## src/rtl/microcode_sequencer.sv

```systemverilog
// Microcode sequencer: walks microsteps of the current instruction through a
// synchronous microcode ROM (1-cycle read latency). Each microstep spends one
// enabled cycle presenting the ROM address (ADDR) and one enabled cycle
// asserting the returned control word (EXEC). A word with bit 15 set halts the
// sequencer until reset. A zero word or the last step (F) retires the
// instruction.
//
// Optional build macro: SEQ_SINGLE_STEP_EN adds the step_req input; ADDR then
// only advances on cycles where both en and step_req are high.
module microcode_sequencer (
  input  logic        clk,
  input  logic        rst,
  input  logic        en,
`ifdef SEQ_SINGLE_STEP_EN
  input  logic        step_req,
`endif
  input  logic [7:0]  instruction,
  input  logic [15:0] rom_data,
  output logic [7:0]  rom_addr,
  output logic [15:0] ctrl,
  output logic [3:0]  step,
  output logic        halted,
  output logic        instr_done,
  output logic [1:0]  fsm_state
);

  typedef enum logic [1:0] {
    ADDR = 2'd0,
    EXEC = 2'd1,
    HALT = 2'd2
  } state_t;

  state_t     state, state_n;
  logic [3:0] step_n;
  logic       done_n;
  logic       advance_ok;

  // ADDR->EXEC qualifier: plain enable, or enable plus a single-step request.
`ifdef SEQ_SINGLE_STEP_EN
  assign advance_ok = en & step_req;
`else
  assign advance_ok = en;
`endif

  // The instruction is only ever observed here, so a change during EXEC
  // naturally takes effect at the next ADDR.
  assign rom_addr  = {instruction[7:4], step};
  assign halted    = (state == HALT);
  assign fsm_state = state;

  // State, step and the registered retirement pulse; reset wins over all.
  always_ff @(posedge clk) begin
    if (rst) begin
      state      <= ADDR;
      step       <= 4'h0;
      instr_done <= 1'b0;
    end else begin
      state      <= state_n;
      step       <= step_n;
      instr_done <= done_n;
    end
  end

  // Next-state, next-step, retirement and control-line gating.
  always_comb begin
    state_n = state;
    step_n  = step;
    done_n  = 1'b0;
    ctrl    = 16'h0000;
    case (state)
      ADDR: begin
        if (advance_ok) state_n = EXEC;
      end
      EXEC: begin
        if (en) begin
          // Reset in the same cycle suppresses the control word entirely.
          if (!rst) ctrl = rom_data;
          if (rom_data[15]) begin
            state_n = HALT;
          end else if ((rom_data == 16'h0000) || (step == 4'hF)) begin
            step_n  = 4'h0;
            done_n  = 1'b1;
            state_n = ADDR;
          end else begin
            step_n  = step + 4'd1;
            state_n = ADDR;
          end
        end
      end
      HALT: begin
        state_n = HALT;
      end
      default: begin
        state_n = ADDR;
      end
    endcase
  end

endmodule

```

## config.mk

```make
export PLATFORM = sky130hd
export DESIGN_NAME = microcode_sequencer
export DESIGN_NICKNAME = d
export VERILOG_FILES = /design/src/rtl/microcode_sequencer.sv
export SDC_FILE = /design/constraint.sdc
export NUM_CORES = 1
export LEC_CHECK = 0
export BUFFER_PORTS_ARGS = -buffer_cell sky130_fd_sc_hd__buf_4
export CORE_ASPECT_RATIO = 1.2
export CORE_MARGIN = 1
export CORE_UTILIZATION = 37
export CTS_CLUSTER_SIZE = 28
export DETAILED_ROUTE_END_ITERATION = 7
export PLACE_DENSITY = 0.82
export SETUP_SLACK_MARGIN = 0.05
export SLEW_MARGIN = 5
export SYNTH_ARGS = -nofsm -noshare
export SYNTH_HDL_FRONTEND = slang
export SYNTH_SLANG_ARGS = --single-unit
```

## constraint.sdc

```tcl
create_clock -name clk -period 3.9 [get_ports clk]
set_clock_uncertainty 0.2 [all_clocks]
set_input_delay 0.39 -clock clk [delete_from_list [all_inputs] [get_ports clk]]
set_output_delay 0.39 -clock clk [all_outputs]
set_load 0.01 [all_outputs]
```

Word level (Yosys, flattened, before mapping)

Cells that the tools add are included.

Equality and inequality tests: 5
Muxes and demuxes: 9
Reduce and logical (&&, ||, !) cells: 6
Bitwise gates (word level): 3
$add $sub $neg: 1

Operator list:

| operator              | count |
|---|---|
| $mux W16              | 3 |
| $logic_not A16 Y1     | 1 |
| $mux W2               | 3 |
| $pmux W2 S3           | 1 |
| $add A4 B1 Y4 const B | 1 |
| $eq A4 B4 Y1 const B  | 1 |
| $mux W4               | 1 |
| $ne A2 B2 Y1 const B  | 2 |
| $reduce_or A4 Y1      | 1 |
| $not A1 Y1            | 3 |
| $reduce_and A3 Y1     | 1 |
| $eq A2 B1 Y1 const B  | 1 |
| $eq A2 B2 Y1 const B  | 1 |
| $logic_not A2 Y1      | 1 |
| $reduce_and A2 Y1     | 1 |
| $logic_or A1 B1 Y1    | 1 |
| $mux W1               | 1 |

Output and inout port bits: 32
Bits in registers: 7
Input port bits: 27

Longest topological paths before layout

Depth in word-level cells: 3
Gate-level depth with buffers: 5
Gate-level depth less buffers: 5

Worst setup path after synthesis

Ideal clock, no wire load.

Path type: input to output
From: input port rst
To: output port ctrl[0]
Setup slack: 2.195 ns
Data arrival time: 1.115 ns
Stages on the path: 4
Cells stage by stage: buf_2 nor3_4 clkbuf_2 and2_1

Word-level cells in the longest chain between the ends: 3

Ends and longest elaborated chain:

| item               | line | text |
|---|---|---|
| start: declaration | 12   | `input logic rst,` |
| $mux W16           | 77   | `if (!rst) ctrl = rom_data;` |
| $mux W16           | 75   | `if (en) begin` |
| $mux W16           | 70   | `case (state)` |
| end: declaration   | 20   | `output logic [15:0] ctrl,` |

No other way between the ends.

Final worst setup path

From: register state[0] (netlist: fsm_state[0])
To: output port ctrl[15]

Word-level cells in the longest chain between the ends: 2

Ends and longest elaborated chain:

| item                     | line | text |
|---|---|---|
| start: declaration       | 33   | `state_t state, state_n;` |
| start signal: assignment | 58   | `state <= state_n;` |
| $eq A2 B1 Y1             | 70   |  |
| $mux W16                 | 70   |  |

No other way between the ends.

==> impl_metrics.json <==
{
  "ant_nets": 0,
  "worstPathArrival_ps": 1490,
  "ctsResizeCount": 0,
  "yosysUniqueCellTypes": 28,
  "rsz0062_at_grt": "no",
  "drv_cap": 0,
  "multi_input_area_um2": 373,
  "syn-instance-count": 69,
  "ios": 59,
  "route.detailed.drc": 0,
  "clock-sinks": 7,
  "drt_iter0_drc": 7,
  "period_share": 0.533,
  "cts_setup_buffers": 0,
  "clk_pin_slew_ps": 50,
  "r2r_cells": 4,
  "finalWirelength_um": 1410,
  "die_w_um": 38.7,
  "route.vias.total": 635,
  "hold_path_class": "in -> reg",
  "clk-insertion-delay-late_ps": 250,
  "setup_violations": 0,
  "n_fill_cell": 141,
  "grt_pass1_vias": 554,
  "cts-htree-levels": 1,
  "finalPower_mw": 0.191,
  "grt_max_degree": 17,
  "first_pass_iters": 3,
  "numCtsBuffers": 3,
  "dpl.hpwl_um": 1150,
  "start_kind": "flip-flop",
  "pre_cts_ws_ps": 2020,
  "finalSetupTns_ps": 0,
  "setup_ws_ps": 1820,
  "fmax_ghz": 0.481,
  "ctsHoldBuffers": 0,
  "leakage_nw": 0.438,
  "power_density_nw_per_um2": 210,
  "yosysWarningCount": 0,
  "vias_per_cell": 5.08,
  "cts_root_buffer": "clkbuf_4",
  "gp_congestion": 0.702,
  "layout_common_cells": "buf_4 (46), and2_1 (16), dfxtp_1 (7)",
  "avgSynthCellArea_um2": 8.67,
  "critical_path_required_ps": 3310,
  "die_h_um": 46.0,
  "slew-limit-headroom": 0.726,
  "grt-ovfl-total": 0,
  "io_buffers": 46,
  "tightest_slew_ps": 409,
  "ys_seq_area_frac": 0.234,
  "layout_commonest_cell": "buf_4",
  "tritoncts": "done",
  "cp_max_fo": 16,
  "ys_ff_latch": 7,
  "hold_viol_final": 0,
  "path_class": "reg -> out",
  "ff_latch_area_um2": 140,
  "holdPathStages": 2,
  "vdd_drop_max_v": 0.000118,
  "drive_above_1_share": 0.546,
  "area_growth_pct": 52.1,
  "syn_area_um2": 598,
  "track_usage": 0.175,
  "outcome": "finished clean",
  "layout.nets": 137,
  "grt_pass1_wl_um": 2210,
  "antenna_cells": 0,
  "end_kind": "output pin",
  "wl_per_cell_um": 11.3,
  "syn-num-nets": 97,
  "min_period_ps": 2080,
  "drv_slew": 0,
  "core-area_um2": 1460,
  "post-route-cell-area_um2": 910,
  "antenna_found_initial": 0,
  "die_area_um2": 1780,
  "post_dp_cell_area_um2": 883,
  "clock_path_buffers": 2,
  "start_util": 0.409,
  "num_rows": 15
}
[registers in the layout, indices dropped and copies added (netlist names)]
signal / count
step: 4
instr_done: 1
fsm_state: 2
[worst paths after layout]
kind         slack (ps)       end         start
max reg2reg        2410   step[3]  fsm_state[1]
max                1820  ctrl[15]  fsm_state[0]
min reg2reg         340   step[1]       step[1]
min                 170   step[3]           rst
[synthesized netlist by cell type]
master | instances | area [um2]
a211oi_2 | 1 | 12.5
a21boi_0 | 1 | 7.51
a21o_1 | 2 | 15.0
a21oi_1 | 2 | 10.0
a21oi_2 | 1 | 8.76
a31oi_1 | 1 | 6.26
and2_1 | 16 | 100
buf_2 | 1 | 5.00
buf_4 | 8 | 60.1
buf_6 | 1 | 11.3
clkbuf_2 | 1 | 5.00
dfxtp_1 | 7 | 140
ha_1 | 1 | 12.5
inv_1 | 1 | 3.75
nand2_1 | 5 | 18.8
nand3_1 | 3 | 15.0
nand3b_1 | 1 | 7.51
nand4_1 | 1 | 6.26
nand4_2 | 1 | 12.5
nand4b_1 | 1 | 8.76
nand4bb_1 | 1 | 11.3
nor2_1 | 1 | 3.75
nor2b_1 | 1 | 6.26
nor3_1 | 2 | 10.0
nor3_4 | 2 | 32.5
nor4_2 | 4 | 50.1
o21ai_2 | 1 | 8.76
xnor2_1 | 1 | 8.76
[routing by layer]
layer,vias up,wire length (um),track usage
li1,312,-,-
met1,281,582,0.196
met2,40,693,0.303
met3,2,129,0.0245
met4,0,7,0.103
met5,-,0,0
[worst max-delay path: stages, from the launching register on]
cell,delay (ps)
dfxtp_1,410
nand2_1,140
nor3_4,350
and2_1,210
buf_4,120
[cell type report]
cell class                      instances  share of cell area
Sequential cell                         7               0.154
Multi-Input combinational cell         50               0.410
Timing Repair Buffer                   46               0.380
Clock buffer                            4              0.0289
Inverter                                1             0.00413
Tap cell                               17              0.0234
[power by group]
part / internal (mW) / switching, mW / total, mW
clock network: 0.0391 / 0.0284 / 0.0675
registers: 0.0738 / 0.00359 / 0.0774
logic: 0.0263 / 0.0198 / 0.0461
[cells by family after synthesis]
logic type,Yosys count,share of synthesized area
xor gates and xnor gates,1,0.0146
and+or+nand+nor,39,0.473
AOI/OAI and AO/OA,9,0.115
DFF,7,0.234
adders and majority gates,1,0.0209
buffers and inverters,12,0.142
[stage by stage]
stage          hold WS, ps   util  cells
3_3_place_gp           314  0.603    121
4_1_cts                165  0.621    125
6_report               167  0.621    125
2_1_floorplan          331      -     69
5_1_grt                173  0.621    125
3_5_place_dp           341  0.603    121
(Power assumes the default switching activity.)
